[config.mk]
export PLATFORM = sky130hd
export DESIGN_NAME = keyword_lexer
export DESIGN_NICKNAME = d
export VERILOG_FILES = /design/src/rtl/keyword_lexer.sv
export SDC_FILE = /design/constraint.sdc
export NUM_CORES = 1
export LEC_CHECK = 0
export ABC_CLOCK_PERIOD_IN_PS = 6020
export BUFFER_PORTS_ARGS = -buffer_cell sky130_fd_sc_hd__buf_2
export CAP_MARGIN = 10
export CORE_UTILIZATION = 55
export DETAILED_ROUTE_END_ITERATION = 7
export PLACE_DENSITY = 0.8
export SETUP_SLACK_MARGIN = 0.15
export SLEW_MARGIN = 20
export SYNTH_ARGS = -nofsm -noshare
export SYNTH_HDL_FRONTEND = slang
export SYNTH_SLANG_ARGS = --single-unit
[constraint.sdc]
create_clock -name clk -period 6.02 [get_ports clk]
set_input_delay 0.301 -clock clk [delete_from_list [all_inputs] [get_ports clk]]
set_output_delay 0.301 -clock clk [all_outputs]
set_load 0.02 [all_outputs]
[src/rtl/keyword_lexer.sv]
// keyword_lexer: splits an ASCII byte stream into words on space (and
// optionally tab) delimiters, and classifies each word as BEGIN, END or
// OTHER, ignoring letter case. Each completed word produces a one-cycle
// registered token pulse that carries the word's type and length. A
// saturating counter tracks how many tokens have been emitted.
module keyword_lexer #(
  parameter int LEN_W        = 8,
  parameter bit TAB_IS_SPACE = 1'b1,
  parameter int CNT_W        = 16
) (
  input  logic             clk,
  input  logic             reset,
  input  logic [7:0]       in,
  input  logic             in_valid,
  input  logic             flush,
  output logic             tok_valid,
  output logic [1:0]       tok_type,
  output logic [LEN_W-1:0] tok_len,
  output logic [CNT_W-1:0] tok_cnt,
  output logic             busy
);

  typedef enum logic [3:0] {
    S_IDLE,
    S_KB1, S_KB2, S_KB3, S_KB4, S_KB5,
    S_KE1, S_KE2, S_KE3,
    S_WORD
  } state_t;

  typedef enum logic [1:0] {
    TOK_NONE  = 2'b00,
    TOK_BEGIN = 2'b01,
    TOK_END   = 2'b10,
    TOK_OTHER = 2'b11
  } tok_t;

  state_t           state, state_n;
  state_t           st_abs;
  logic [LEN_W-1:0] len_cnt, len_n, len_abs;
  logic             tok_valid_n;
  tok_t             tok_type_n;
  logic [LEN_W-1:0] tok_len_n;
  logic [CNT_W-1:0] tok_cnt_n;

  logic       is_letter, is_delim, word_char, delim_hit, term, hit;
  logic [7:0] lower, exp_ch;
  state_t     adv;

  // Byte classification: delimiters, letters and a lowercase folding.
  always_comb begin
    is_letter = ((in >= 8'h41) && (in <= 8'h5A)) || ((in >= 8'h61) && (in <= 8'h7A));
    lower     = in | 8'h20;
    is_delim  = (in == 8'h20) || (TAB_IS_SPACE && (in == 8'h09));
    word_char = in_valid && !is_delim;
    delim_hit = in_valid && is_delim;
  end

  // Next-state and token outputs. A word char on the same edge as flush is
  // absorbed first (st_abs/len_abs), and termination then acts on the result.
  always_comb begin
    exp_ch = 8'h00;
    adv    = S_WORD;
    unique case (state)
      S_KB1:   begin exp_ch = 8'h65; adv = S_KB2; end // e
      S_KB2:   begin exp_ch = 8'h67; adv = S_KB3; end // g
      S_KB3:   begin exp_ch = 8'h69; adv = S_KB4; end // i
      S_KB4:   begin exp_ch = 8'h6E; adv = S_KB5; end // n
      S_KE1:   begin exp_ch = 8'h6E; adv = S_KE2; end // n
      S_KE2:   begin exp_ch = 8'h64; adv = S_KE3; end // d
      default: begin exp_ch = 8'h00; adv = S_WORD; end
    endcase
    hit = is_letter && (lower == exp_ch) && (exp_ch != 8'h00);

    st_abs  = state;
    len_abs = len_cnt;
    if (word_char) begin
      len_abs = (len_cnt == '1) ? len_cnt : len_cnt + LEN_W'(1);
      if (state == S_IDLE) begin
        if (is_letter && (lower == 8'h62))      st_abs = S_KB1;
        else if (is_letter && (lower == 8'h65)) st_abs = S_KE1;
        else                                    st_abs = S_WORD;
      end else begin
        st_abs = hit ? adv : S_WORD;
      end
    end

    term = (st_abs != S_IDLE) && (delim_hit || flush);

    state_n     = term ? S_IDLE : st_abs;
    len_n       = term ? '0 : len_abs;
    tok_valid_n = term;
    tok_len_n   = term ? len_abs : '0;
    tok_type_n  = TOK_NONE;
    if (term) begin
      if (st_abs == S_KB5)      tok_type_n = TOK_BEGIN;
      else if (st_abs == S_KE3) tok_type_n = TOK_END;
      else                      tok_type_n = TOK_OTHER;
    end
    tok_cnt_n = (term && (tok_cnt != '1)) ? tok_cnt + CNT_W'(1) : tok_cnt;
  end

  // State register and running word length; reset discards any open word.
  always_ff @(posedge clk) begin
    if (reset) begin
      state   <= S_IDLE;
      len_cnt <= '0;
    end else begin
      state   <= state_n;
      len_cnt <= len_n;
    end
  end

  // Registered token outputs and saturating token count.
  always_ff @(posedge clk) begin
    if (reset) begin
      tok_valid <= 1'b0;
      tok_type  <= TOK_NONE;
      tok_len   <= '0;
      tok_cnt   <= '0;
    end else begin
      tok_valid <= tok_valid_n;
      tok_type  <= tok_type_n;
      tok_len   <= tok_len_n;
      tok_cnt   <= tok_cnt_n;
    end
  end

  // Open-word indicator straight from the state register.
  assign busy = (state != S_IDLE);

endmodule

### Word-level counts from Yosys, hierarchy flattened

Cells that the tools add are included.

* flip-flop bits (word level): 39
* output and inout port bits: 28
* logic and storage cells: 62

* add/sub/neg operators: 2
* $lt $le $gt $ge: 4
* equal/unequal tests: 15
* muxes and demuxes: 11
* bitwise operators: 1
* reductions and logical operators: 22

Operators by type and width (count)
* 7-bit one-hot mux with 5 select lines: 1
* 4-bit one-hot mux with 6 select lines: 1
* 4-bit two-way mux: 5
* 16-bit by 1-bit adder with 16-bit output, second input constant: 1
* 4-bit by 3-bit equality test with 1-bit output, second input constant: 4
* 8-bit by 7-bit >= comparator with 1-bit output, second input constant: 2
* 8-bit by 7-bit less-or-equal comparator with 1-bit output, second input constant: 2
* 8-bit two-way mux: 2
* 16-bit inequality test, second input constant: 1
* 7-bit by 6-bit equality test with 1-bit output, second input constant: 2
* 1-bit logical AND: 10
* 8-bit by 1-bit adder with 8-bit output, second input constant: 1
* 4-bit by 2-bit equality test with 1-bit output, second input constant: 2
* 8-bit by 4-bit equality test with 1-bit output, second input constant: 1
* 8-bit by 6-bit equality test with 1-bit output, second input constant: 1
* 8-bit equality test: 1
* 8-bit equality test, second input constant: 1
* 4-bit nonzero test: 2
* 8-bit nonzero test: 1
* 2-bit OR reduction: 3
* 4-bit by 1-bit equality test with 1-bit output, second input constant: 1
* 4-bit equality test, second input constant: 1
* 4-bit zero test: 1
* 1-bit logical OR: 3
* other kinds (4): 5

### Logic depth before layout (Yosys ltp)

Gate-level depths: netlist of run 1.

* depth in word-level cells: 13
* mapped depth: 10
* depth with buffers taken out: 8

### Worst setup path after synthesis of run 1

No wires, ideal clock.

* path kind: input to register
* start: in in[2]
* end: reg tok_cnt[6]
* library setup time: 123 ps
* arrival: 2392 ps
* slack: 3504 ps
* stages on the path: 8
* cells stage by stage: or4_4 a211oi_4 nor3_1 and4_4 o221a_4 buf_6 nor4_1 mux2_1

* cells in the longest elaborated chain, start to end: 11
* elaborated cells between the ends (all ways): 29
* classes of those cells: order compare: 4; eq/ne: 5; mux: 5; reduce/logical: 15

Ends and longest elaborated chain
* from (decl): line 13 `input logic [7:0] in,`
* 8-bit by 7-bit >= comparator with 1-bit output or 8-bit by 7-bit less-or-equal comparator with 1-bit output (tied branches): line 51 `is_letter = ((in >= 8'h41) && (in <= 8'h5A)) || ((in >= 8'h61) && (in <= 8'h7A));`
* 1-bit logical AND: line 51
* 1-bit logical OR: line 51
* 1-bit logical AND, on equally long branches: line 80, 72
* 4-bit two-way mux or 1-bit logical AND (tied branches): line 80, 72
* 4-bit two-way mux, on equally long branches: line 79, 83
* 4-bit two-way mux: line 78 `if (state == S_IDLE) begin`
* 4-bit two-way mux: line 76 `if (word_char) begin`
* 4-bit nonzero test: line 87 `term = (st_abs != S_IDLE) && (delim_hit || flush);`
* 1-bit logical AND *: line 87
* 1-bit logical AND *: line 99 `tok_cnt_n = (term && (tok_cnt != '1)) ? tok_cnt + CNT_W'(1) : tok_cnt;`
* to (signal assigned): line 124 `tok_cnt <= tok_cnt_n;`
* to (decl): line 19 `output logic [CNT_W-1:0] tok_cnt,`

Mark *: on every way between the ends. The rest lies on a longest branch, timed or not.
A chain may end at the register's enable or synchronous reset.

### Worst setup path in the final report of run 1

* start: reg state[2]
* end: reg len_cnt[0]

* cells in the longest elaborated chain, start to end: 12
* elaborated cells between the ends (all ways): 20
* classes of those cells: eq/ne: 7; mux: 5; reduce/logical: 8

Ends and longest elaborated chain
* from (decl): line 37 `state_t state, state_n;`
* from (signal assigned): line 108 `state <= state_n;`
* 4-bit by 3-bit equality test with 1-bit output: line 63 `unique case (state)`
* 2-bit OR reduction (no source line)
* 7-bit one-hot mux with 5 select lines: line 63
* 8-bit equality test: line 72 `hit = is_letter && (lower == exp_ch) && (exp_ch != 8'h00);`
* 1-bit logical AND (2 in series): line 72
* 4-bit two-way mux: line 83 `st_abs = hit ? adv : S_WORD;`
* 4-bit two-way mux: line 78
* 4-bit two-way mux *: line 76
* 4-bit nonzero test *: line 87
* 1-bit logical AND *: line 87
* 2-bit OR reduction (no source line) *
* to (signal assigned): line 109 `len_cnt <= len_n;`
* to (decl): line 39 `logic [LEN_W-1:0] len_cnt, len_n, len_abs;`

Marked as above.

==> Flow_metrics.wiki, run 1 <==
{| class="wikitable"
! Metric !! Value
|-
| Result of the run || complete, no violations
|-
| Clock tree from TritonCTS || built
|-
| Post-Synthesis Cell Area || 1950 sq um
|-
| Time the worst path needs with I/O delays and setup || 2.78 ns
|-
| Area of the multi-input gates || 1100 sq um
|-
| Std cell rows || 21
|-
| Number of pins exceeding their max-slew limit in the final report || 0
|-
| Number of buffers added by the clock tree synthesis step || 5
|-
| Number of nets in the layout || 280
|-
| Average wire per cell in the routed design || 12.7 um
|-
| Post-route setup slack || 3.24 ns
|-
| Slew @ Worst Pin || 0.841 ns
|-
| Hold Vio Cnt, Final || 0
|-
| Area of the die || 3780 sq um
|-
| Worst setup timing slack at the placement stage || 3.06 ns
|-
| DIE WIDTH || 61.5 um
|-
| Vias in the first global route || 1543
|-
| Cells resized by post-CTS repair || 0
|-
| Cell chosen for the clock root || sky130_fd_sc_hd__clkbuf_4
|-
| CP Data Arrival Time || 3.06 ns
|-
| Required time reported for the critical path endpoint || 6.29 ns
|-
| Power dissipated by switching net loads || 0.000119 W
|-
| Pint || 0.000337 W
|-
| Remaining antenna violation count || 0
|-
| Detailed Place HPWL || 2.88 mm
|-
| Number of antenna repair diodes || 0
|-
| Cells taking the most area after synthesis || sky130_fd_sc_hd__dfxtp_1 (40%), sky130_fd_sc_hd__nor2_1 (5.6%), sky130_fd_sc_hd__o31ai_1 (5.0%)
|-
| Number of vias per cell || 5.78
|-
| Final setup viols || 0
|-
| Initial antenna violation count || 0
|-
| Post-route standard cell area excluding fillers || 2200 sq um
|-
| Max-capacitance violation count || 0
|-
| Area overhead of the layout relative to synthesis || 13.3%
|-
| Commonest cells post-synth || sky130_fd_sc_hd__dfxtp_1 (39), sky130_fd_sc_hd__nor2_1 (29), sky130_fd_sc_hd__a21oi_1 (17)
|-
| Combined flip-flop and latch cell area || 781 sq um
|-
| Fin crit share || 46.2%
|-
| Area leader, netlist || sky130_fd_sc_hd__dfxtp_1
|-
| Buffers added on ports || 39
|-
| Slew headroom || 43.8%
|-
| Pwr per Cell Area || 207 nW/um^2
|-
| Routed wire length || 3.96 mm
|-
| Part of the total power dissipated in the clock network || 29.3%
|-
| Clock insertion delay at the later pin of the skew report || 0.34 ns
|-
| Vias after detailed routing || 1804
|-
| Most used standard cell by instance count after synthesis || sky130_fd_sc_hd__dfxtp_1
|-
| Power share of the sequential group || 58.8%
|-
| Maximum count of clock buffers along a single path || 2
|-
| Relative contribution of combinational cells to total power || 11.9%
|-
| Leftover overflow at the end of global routing || 0
|-
| Number of synthesized register bits || 39
|-
| Fraction of final layout cells with drive strength greater than 1 || 19.9%
|-
| RSZ-0062 raised after global routing || no
|-
| All-layer global routing usage || 23.9%
|-
| Number of warning messages in the yosys log || 0
|-
| Maximum number of pins on one net before global-route repair || 33
|-
| Violation count after the first detailed-route iteration || 79
|-
| Clk pin slew, worst setup/hold paths || 0.11 ns
|-
| Startpoint of the worst-slack reg-to-reg timing path || state[2]$_SDFF_PP0_
|-
| Cells on worst reg2reg path || 7
|-
| Die Height || 61.5 um
|-
| Syn_area_per_cell || 8.42 sq um
|-
| Final core utilization || 65.6%
|-
| Placer congestion estimate || 0.816
|-
| Distinct cell type count of the synthesized netlist || 50
|-
| Critical Path Sink Type || register
|-
| Remaining DRCs || 0
|-
| Hold endpoint || tok_cnt[5]$_SDFFE_PP0P_
|-
| Upper clock frequency limit || 0.359 GHz
|-
| Highest fanout seen on the critical path || 32
|-
| Leak || 0.857 nW
|-
| Hold Crit Start || reset
|-
| Proportion of total power due to net switching || 26.2%
|-
| HP Class || in2reg
|-
| Area after DPL || 2150 sq um
|-
| Depth of the worst hold-timing path || 2
|-
| Number of sinks on the clock net || 39
|-
| Most common flop cell mapped by yosys || sky130_fd_sc_hd__dfxtp_1
|-
| Startpoint type of the worst setup path || register
|-
| Core region area || 3360 sq um
|-
| Count of hold-fix buffers inserted at cts || 0
|-
| Type of the worst setup path || reg2reg
|-
| Total setup buffers inserted after CTS || 0
|-
| First-pass GRT wire length || 6.67 mm
|-
| Worst vdd rail ir drop || 98.4 uV
|-
| Reg-to-Reg End || len_cnt[0]$_SDFF_PP0_
|-
| Number of fill cells || 317
|-
| Drt pass-1 iters || 4
|-
| Proportion of register bits with asynchronous set or reset after synthesis || 0%
|-
| Post-synthesis net count || 245
|-
| Worst clock skew || 0.00706 ns
|-
| Setup TNS || 0 ns
|-
| Portion of the post-synthesis area used by sequential elements || 40.1%
|-
| Cells after synthesis || 231
|-
| Flop2flop setup slack || 3.24 ns
|-
| Initial standard-cell utilization of the core || 57.8%
|-
| I/O pin count || 40
|-
| Count of flip-flops with a built-in enable after synthesis || 0
|-
| # H-tree levels || 2
|-
| Area share of the largest cell type after synthesis || 40.1%
|}
placed cells by master, fill, tap and decap left out, drive strengths merged, types with 4 or more instances in the layout:
master and count:
nor2 29, or4 12, a21oi 17, o21ai 8
clkbuf 6, buf 40, nor4 5, o31ai 13
and3 4, nand2 16, nand4 4, nor3 4
nand3 13, xnor2 5, nor2b 4, dfxtp 39
nand2b 5
power groups by stage:
stage | clock [W] | combinational (W) | sequential, W
floorplan | 0 | 0.0000378 | 0.000275
global route | 0.000149 | 0.0000600 | 0.000270
CTS | 0.000139 | 0.0000543 | 0.000268
global placement | 0 | 0.0000529 | 0.000274
finish | 0.000134 | 0.0000543 | 0.000268
detailed placement | 0 | 0.0000540 | 0.000274
critical path, cell delays in order (launching register included):
cell                       delay [ns]
sky130_fd_sc_hd__dfxtp_1         0.54
sky130_fd_sc_hd__nor2_1          0.09
sky130_fd_sc_hd__o31a_1          0.24
sky130_fd_sc_hd__nor4_1          0.55
sky130_fd_sc_hd__and4_4          0.34
sky130_fd_sc_hd__o221a_4         0.39
sky130_fd_sc_hd__o21bai_1        0.33
sky130_fd_sc_hd__nor2_1          0.21
registers in the layout, indices dropped and copies added, names as in the netlist:
register   flops
tok_type       2
state          4
tok_valid      1
len_cnt        8
tok_cnt       16
tok_len        8
cells by family after synthesis:
kind of cell	synth area share, %
and+or+nand+nor	31.0
adders and majority gates	1.29
xor gates and xnor gates	3.15
buffers and inverters	3.54
DFF	40.1
AOI/OAI and AO/OA	18.2
muxes	2.70
layout make-up:
class	instances	area share [%]
multi-input combinational	177	49.7
sequential	39	35.4
timing repair buffer	40	9.19
tap	46	2.61
clock buffer	6	2.33
inverter	3	0.511
clock inverter	1	0.227
worst max-delay path by stage:
stage / start / end / cells after the start
2_1_floorplan: in[2] / tok_cnt[6]$_SDFFE_PP0P_ / 8
6_report: state[2]$_SDFF_PP0_ / len_cnt[0]$_SDFF_PP0_ / 7
3_3_place_gp: in[2] / len_cnt[2]$_SDFF_PP0_ / 8
5_1_grt: state[2]$_SDFF_PP0_ / state[3]$_SDFF_PP0_ / 7
3_5_place_dp: in[2] / len_cnt[0]$_SDFF_PP0_ / 8
4_1_cts: state[2]$_SDFF_PP0_ / len_cnt[0]$_SDFF_PP0_ / 7
per-layer routing:
layer	vias to the layer above	track usage, %	wire length, um
li1	925	-	-
met1	814	31.8	1870
met2	55	36.3	1810
met3	10	6.30	206
met4	0	10.5	76
met5	-	0	0
per-stage QoR:
step           std cells  power, W  hold slack [ns]
2_1_floorplan        231  0.000313            0.504
4_1_cts              312  0.000461            0.334
3_3_place_gp         305  0.000327            0.480
3_5_place_dp         305  0.000328            0.488
6_report             312  0.000456            0.361
5_1_grt              312  0.000478            0.367
No activity file was read; power rests on OpenSTA's default activity.
==> inputs of run 2 (changes only) <==
- ABC_AREA: unset -> 1
- ABC_CLOCK_PERIOD_IN_PS: 6020 -> 2400
- CORE_UTILIZATION: 55 -> 50
- PLACE_DENSITY: 0.8 -> 0.75
- clock period: 6.02 -> 2.4 ns (I/O delays scaled with it)
==> run 2 against run 1 <==
Against the previous run:
- sequential share of layout area down 6.0 points
- flip-flop and latch count unchanged
- global-route usage decreased by 2.1 points
- combinational power rose to 3.9 times the previous value
- clock power grew to 4.1 times the previous value
- critical path depth is 11 higher
- non-clock buffer count rose by 6
- power rose to 3.1 times the previous value
- area after synthesis is 15% higher
- sequential power grew to 2.5 times the previous value
- cell count grew 33%
- critical endpoint is now state[2]$_SDFF_PP0_
==> Flow_metrics.wiki, run 2 <==
{| class="wikitable"
! Metric !! Value
|-
| Result of the run || complete, no violations
|-
| Cell chosen for the clock root || sky130_fd_sc_hd__clkbuf_8
|-
| Maximum number of pins on one net before global-route repair || 18
|-
| Type of the worst setup path || reg2reg
|-
| Time the worst path needs with I/O delays and setup || 2.08 ns
|-
| Most common cell after layout, fill and taps aside || sky130_fd_sc_hd__nand2_1
|-
| Area leader, netlist || sky130_fd_sc_hd__dfxtp_1
|-
| Combined flip-flop and latch cell area || 786 sq um
|-
| Startpoint type of the worst setup path || register
|-
| Area share of the largest cell type after synthesis || 34.8%
|-
| Global-route track usage on met1 || 26.1%
|-
| Slew headroom || 68.5%
|-
| Max-capacitance violation count || 0
|-
| Buffers added on ports || 39
|-
| Number of nets in the layout || 377
|-
| All-layer global routing usage || 21.8%
|-
| Met3 usage in global routing || 3.95%
|-
| Worst path slowest cell || sky130_fd_sc_hd__dfxtp_2
|-
| Leading registers by flop count || tok_cnt: 16 flops, len_cnt: 8 flops, tok_len: 8 flops
|-
| Distinct cell type count of the synthesized netlist || 33
|-
| Portion of the post-synthesis area used by sequential elements || 34.8%
|-
| Cells taking the most area after synthesis || sky130_fd_sc_hd__dfxtp_1 (35%), sky130_fd_sc_hd__nand2_1 (12%), sky130_fd_sc_hd__inv_1 (5.5%)
|-
| Drt pass-1 iters || 4
|-
| Fraction of final layout cells with drive strength greater than 1 || 31.3%
|-
| Slew @ Worst Pin || 0.469 ns
|-
| Vias in the first global route || 1818
|-
| GR Util met2 || 38.5%
|-
| Cells after synthesis || 315
|-
| Pwr per Cell Area || 536 nW/um^2
|-
| Area of the multi-input gates || 1300 sq um
|-
| CP Data Arrival Time || 2.31 ns
|-
| Number of synthesized register bits || 39
|-
| HP Class || in2reg
|-
| RSZ-0062 raised after global routing || no
|-
| Finished Layout Cells || 414
|-
| Initial antenna violation count || 0
|-
| Most Used Layer, Global Route || met2
|-
| Placed cells || 400
|-
| Setup TNS || 0 ns
|-
| Initial standard-cell utilization of the core || 54.1%
|-
| Delay of the slowest cell on the worst path || 0.38 ns
|-
| Number of fill cells || 393
|-
| Std cell rows || 23
|-
| Remaining DRCs || 0
|-
| DIE WIDTH || 69.0 um
|-
| Placer congestion estimate || 0.903
|-
| Register containing the most flip-flops in the final layout || tok_cnt
|-
| Clock tree from TritonCTS || built
|-
| Worst setup timing slack at the placement stage || 0.206 ns
|-
| Post-route setup slack || 0.318 ns
|-
| Core region area || 4140 sq um
|-
| Area overhead of the layout relative to synthesis || 19.2%
|-
| Proportion of register bits with asynchronous set or reset after synthesis || 0%
|-
| Most used standard cell by instance count after synthesis || sky130_fd_sc_hd__nand2_1
|-
| Worst path top cell family by delay || simple AND/OR/NAND/NOR gates
|-
| Leftover overflow at the end of global routing || 0
|-
| Number of flip-flops in the largest register || 16
|-
| Worst vdd rail ir drop || 455 uV
|-
| Highest fanout seen on the critical path || 10
|-
| Cell-by-cell trace of the critical path || inv_2 -> nand2_2 -> nand2_1 -> nand2_1 -> nand2_1 -> nor2_2 -> nand2_2 -> nor2_4 -> nand2_2 -> o21ai_2 -> nand2_2 -> nor2_4 -> nand2_4 -> nand2_1 -> inv_2 -> nor2_4 -> inv_4 -> nor2_2
|-
| Vias after detailed routing || 2119
|-
| Violation count after the first detailed-route iteration || 108
|-
| Average wire per cell in the routed design || 11.8 um
|-
| Maximum count of clock buffers along a single path || 2
|-
| Upper clock frequency limit || 0.480 GHz
|-
| Clk pin slew, worst setup/hold paths || 0.08 ns
|-
| Cells on worst reg2reg path || 18
|-
| Number of buffers added by the clock tree synthesis step || 5
|-
| Depth of the worst hold-timing path || 2
|-
| Worst clock skew || 0.00644 ns
|-
| Routed wire length || 4.89 mm
|-
| Post-synthesis net count || 329
|-
| Leak || 1.21 nW
|-
| Syn_area_per_cell || 7.12 sq um
|-
| Most frequent cells in the layout || sky130_fd_sc_hd__nand2_1 (67), sky130_fd_sc_hd__buf_2 (39), sky130_fd_sc_hd__dfxtp_1 (35)
|-
| # H-tree levels || 2
|-
| Hold Vio Cnt, Final || 0
|-
| I/O pin count || 40
|-
| Number of pins exceeding their max-slew limit in the final report || 0
|-
| Post-Synthesis Cell Area || 2240 sq um
|-
| Number of antenna repair diodes || 0
|-
| Area of the die || 4760 sq um
|-
| Count of flip-flops with a built-in enable after synthesis || 0
|-
| Detailed Place HPWL || 3.47 mm
|-
| Most common flop cell mapped by yosys || sky130_fd_sc_hd__dfxtp_1
|-
| Remaining antenna violation count || 0
|-
| Die Height || 69.0 um
|-
| Required time reported for the critical path endpoint || 2.63 ns
|-
| Final core utilization || 64.5%
|-
| Number of cells on the critical path || 18
|-
| First-pass GRT wire length || 7.71 mm
|-
| Number of sinks on the clock net || 39
|-
| Final setup viols || 0
|-
| Sum of internal, switching and leakage power || 0.00143 W
|-
| Commonest cells post-synth || sky130_fd_sc_hd__nand2_1 (69), sky130_fd_sc_hd__dfxtp_1 (39), sky130_fd_sc_hd__inv_1 (33)
|-
| Fin crit share || 86.7%
|-
| Number of vias per cell || 5.12
|-
| Clock insertion delay at the later pin of the skew report || 0.29 ns
|-
| Number of warning messages in the yosys log || 0
|-
| Sum of buffers and inverters on the critical path || 3
|-
| Critical Path Sink Type || register
|}
## run 2: metrics by stage
| step | cell area [sq um] | hold slack [ns] |
|---|---|---|
| 2_1_floorplan | 2240 | 0.189 |
| 3_3_place_gp | 2480 | 0.478 |
| 3_5_place_dp | 2480 | 0.473 |
| 4_1_cts | 2590 | 0.220 |
| 5_1_grt | 2670 | 0.244 |
| 6_report | 2670 | 0.226 |
## run 2: power breakdown
part           internal, W  switching, W
combinational    0.0000706      0.000141
clock             0.000309      0.000239
sequential        0.000661     0.0000125
total              0.00104      0.000393
## run 2: layout make-up
cell class                      instances  area share [%]
Tap cell                               50            2.34
Clock inverter                          3            1.64
Sequential cell                        39            29.4
Inverter                               39            5.57
Clock buffer                            5            2.57
Multi-Input combinational cell        232            48.7
Timing Repair Buffer                   46            9.74
## run 2: per-layer routing
metal,vias to the layer above,routed length [um]
li1,1114,-
met1,949,2230
met2,48,2360
met3,8,210
met4,0,82
met5,-,0
## run 2: kinds of logic (layout without fill, tap and decap cells)
family	count (synthesis)	after routing	synth area share [%]
compound gates	25	25	7.42
simple gates	186	187	41.2
fa+ha+maj	2	2	1.12
buf+inv	45	93	8.37
xor+xnor	18	18	7.03
flops	39	39	34.8
## run 2: what timing repair did
action                                  in CTS  in global routing
endpoints found under the setup margin       0                 38
endpoints found under the hold margin        0                  0
setup buffers                                0                  5
hold buffers                                 0                  0
resized for setup                            0                  9
## run 2: path summary, 6_finish.rpt
path / start / to / slack, ns
min reg2reg: tok_cnt[15]$_SDFFE_PP0P_ / tok_cnt[15]$_SDFFE_PP0P_ / 0.48
max reg2reg: state[0]$_SDFF_PP0_ / state[2]$_SDFF_PP0_ / 0.32
min: reset / tok_cnt[7]$_SDFFE_PP0P_ / 0.23
max: state[0]$_SDFF_PP0_ / state[2]$_SDFF_PP0_ / 0.32
==> inputs of run 3 (changes only) <==
- BUFFER_PORTS_ARGS: -buffer_cell sky130_fd_sc_hd__buf_2 -> unset
- CORE_UTILIZATION: 50 -> 55
- DONT_BUFFER_PORTS: unset -> 1
- PLACE_DENSITY: 0.75 -> 0.73
==> run 3 against run 2 <==
Against the previous run:
- final area decreased by 5.1%
- worst hold slack got worse by 0.15 ns
- fmax decreased by 1.6%
- clock skew decreased by 0.0042 ns
- critical path type unchanged
- combinational power decreased by 11%
- non-clock buffer count decreased by 33
- die area decreased by 8.8%
- clock power decreased by 22%
- count of clock-buffer cells in the layout increased by 1
- largest cell class unchanged
- global-route usage increased by 1.0 points
- sequential power increased by 2%
==> Flow_metrics.wiki, run 3 (synthesis gave the netlist of run 2 again) <==
{| class="wikitable"
! Metric !! Value
|-
| Std cell rows || 22
|-
| Worst vdd rail ir drop || 473 uV
|-
| Depth of the worst hold-timing path || 3
|-
| Result of the run || complete, no violations
|-
| Fraction of final layout cells with drive strength greater than 1 || 25.3%
|-
| Fin crit share || 88.2%
|-
| Hold Vio Cnt, Final || 0
|-
| Buffers added on ports || 0
|-
| Number of pins exceeding their max-slew limit in the final report || 0
|-
| Post-route setup slack || 0.283 ns
|-
| Die Height || 65.9 um
|-
| Flop2flop setup slack || 0.28 ns
|-
| First-pass GRT wire length || 7.60 mm
|-
| Routed wire length || 4.92 mm
|-
| Number of antenna repair diodes || 0
|-
| Remaining antenna violation count || 0
|-
| Leak || 1.03 nW
|-
| Detailed Place HPWL || 3.34 mm
|-
| Number of buffers added by the clock tree synthesis step || 5
|-
| Cells on worst reg2reg path || 15
|-
| Area of the die || 4340 sq um
|-
| Met3 usage in global routing || 7.07%
|-
| Slew headroom || 48.6%
|-
| Most frequent cells in the layout || sky130_fd_sc_hd__nand2_1 (65), sky130_fd_sc_hd__dfxtp_1 (35), sky130_fd_sc_hd__inv_1 (33)
|-
| Leading registers by flop count || tok_cnt: 16 flops, len_cnt: 8 flops, tok_len: 8 flops
|-
| Number of flip-flops in the largest register || 16
|-
| GR Util met2 || 38.1%
|-
| Global-route track usage on met1 || 27.0%
|-
| Average wire per cell in the routed design || 12.9 um
|-
| Most used cell, CP || sky130_fd_sc_hd__nand2_1
|-
| Startpoint type of the worst setup path || register
|-
| Time the worst path needs with I/O delays and setup || 2.12 ns
|-
| Final core utilization || 67.2%
|-
| All-layer global routing usage || 22.8%
|-
| Number of sinks on the clock net || 39
|-
| Final setup viols || 0
|-
| Number of vias per cell || 5.40
|-
| Hold endpoint || tok_cnt[0]$_SDFFE_PP0P_
|-
| Type of the worst setup path || reg2reg
|-
| Setup TNS || 0 ns
|-
| Worst setup timing slack at the placement stage || 0.210 ns
|-
| I/O pin count || 40
|-
| Delay of the slowest cell on the worst path || 0.38 ns
|-
| CP Data Arrival Time || 2.34 ns
|-
| Remaining DRCs || 0
|-
| Violation count after the first detailed-route iteration || 125
|-
| Core region area || 3770 sq um
|-
| Max-capacitance violation count || 0
|-
| Clock tree from TritonCTS || built
|-
| Clk pin slew, worst setup/hold paths || 0.07 ns
|-
| Worst path slowest cell || sky130_fd_sc_hd__dfxtp_4
|-
| RSZ-0062 raised after global routing || yes
|-
| Most common cell after layout, fill and taps aside || sky130_fd_sc_hd__nand2_1
|-
| Clock insertion delay at the later pin of the skew report || 0.29 ns
|-
| Pwr per Cell Area || 514 nW/um^2
|-
| Register containing the most flip-flops in the final layout || tok_cnt
|-
| Upper clock frequency limit || 0.472 GHz
|-
| Worst clock skew || 0.00222 ns
|-
| Worst path top cell family by delay || simple AND/OR/NAND/NOR gates
|-
| Critical Path Sink Type || register
|-
| Number of nets in the layout || 345
|-
| Number of fill cells || 339
|-
| Slew @ Worst Pin || 0.768 ns
|-
| Sum of buffers and inverters on the critical path || 2
|-
| Maximum number of pins on one net before global-route repair || 18
|-
| Cell chosen for the clock root || sky130_fd_sc_hd__clkbuf_8
|-
| Startpoint of the worst-slack reg-to-reg timing path || state[3]$_SDFF_PP0_
|-
| Hold Crit Start || reset
|-
| Placer congestion estimate || 0.911
|-
| Most Used Layer, Global Route || met2
|-
| Maximum count of clock buffers along a single path || 2
|-
| Initial standard-cell utilization of the core || 59.5%
|-
| Area overhead of the layout relative to synthesis || 13.1%
|-
| Highest fanout seen on the critical path || 10
|-
| Initial antenna violation count || 0
|-
| Reg-to-Reg End || state[1]$_SDFF_PP0_
|-
| Vias in the first global route || 1827
|-
| Sum of internal, switching and leakage power || 0.00130 W
|-
| Required time reported for the critical path endpoint || 2.62 ns
|-
| # H-tree levels || 2
|-
| Drt pass-1 iters || 4
|-
| Cell-by-cell trace of the critical path || nor2_4 -> nand2_1 -> nand2_1 -> o21ai_1 -> nor2_2 -> nand2_2 -> o21ai_1 -> nand2_1 -> nand2_4 -> nand2_8 -> nand2_1 -> inv_2 -> nor2_4 -> inv_6 -> nor2_2
|-
| HP Class || in2reg
|-
| Vias after detailed routing || 2053
|-
| DIE WIDTH || 65.9 um
|-
| Leftover overflow at the end of global routing || 0
|}
## run 3: layer usage
layer	vias to the layer above	share of wire [%]
met4	0	1.2
met5	-	0
met1	934	43
met3	8	5.4
li1	1053	-
met2	58	50
## run 3: power by group
group / switching [W] / internal, W
clock: 0.000225 / 0.000203
sequential: 0.0000251 / 0.000661
combinational: 0.000128 / 0.0000616
## run 3: worst max-delay path by stage
stage / start / endpoint / slack [ns] / cells after the start
floorplan: state[2]$_SDFF_PP0_ / tok_cnt[9]$_SDFFE_PP0P_ / 0.54 / 16
global placement: state[2]$_SDFF_PP0_ / state[2]$_SDFF_PP0_ / 0.27 / 16
detailed placement: state[3]$_SDFF_PP0_ / tok_cnt[0]$_SDFFE_PP0P_ / 0.21 / 14
CTS: state[3]$_SDFF_PP0_ / tok_cnt[5]$_SDFFE_PP0P_ / 0.15 / 14
global route: state[3]$_SDFF_PP0_ / state[1]$_SDFF_PP0_ / 0.13 / 17
finish: state[3]$_SDFF_PP0_ / state[1]$_SDFF_PP0_ / 0.28 / 15
## run 3: metrics by stage
| stage | instances | area (sq um) | hold slack (ns) |
|---|---|---|---|
| finish | 380 | 2530 | 0.0772 |
| global route | 380 | 2530 | 0.0721 |
| CTS | 371 | 2400 | 0.0674 |
| detailed placement | 362 | 2300 | 0.188 |
| global placement | 362 | 2300 | 0.186 |
| floorplan | 315 | 2240 | 0.189 |
## run 3: worst min-delay path, cell delays in order
cell                      delay, ns
sky130_fd_sc_hd__inv_1         0.09
sky130_fd_sc_hd__nand2_1       0.09
sky130_fd_sc_hd__nor2_1        0.03
## run 3: what timing repair did
item | CTS | global route
hold endpoints to repair | 15 | 0
gates resized for setup | 0 | 18
hold buffers | 1 | 0
setup endpoints to repair | 0 | 37
setup buffers | 0 | 7
## run 3: cell type report
class                           instances  area, sq um  share of cell area (%)
Multi-Input combinational cell        233         1350                    53.3
Sequential cell                        39          788                    31.1
Inverter                               39          151                    5.97
Timing Repair Buffer                   13          100                    3.95
Clock buffer                            6         72.6                    2.86
Tap cell                               48         60.1                    2.37
Clock inverter                          2         12.5                   0.494
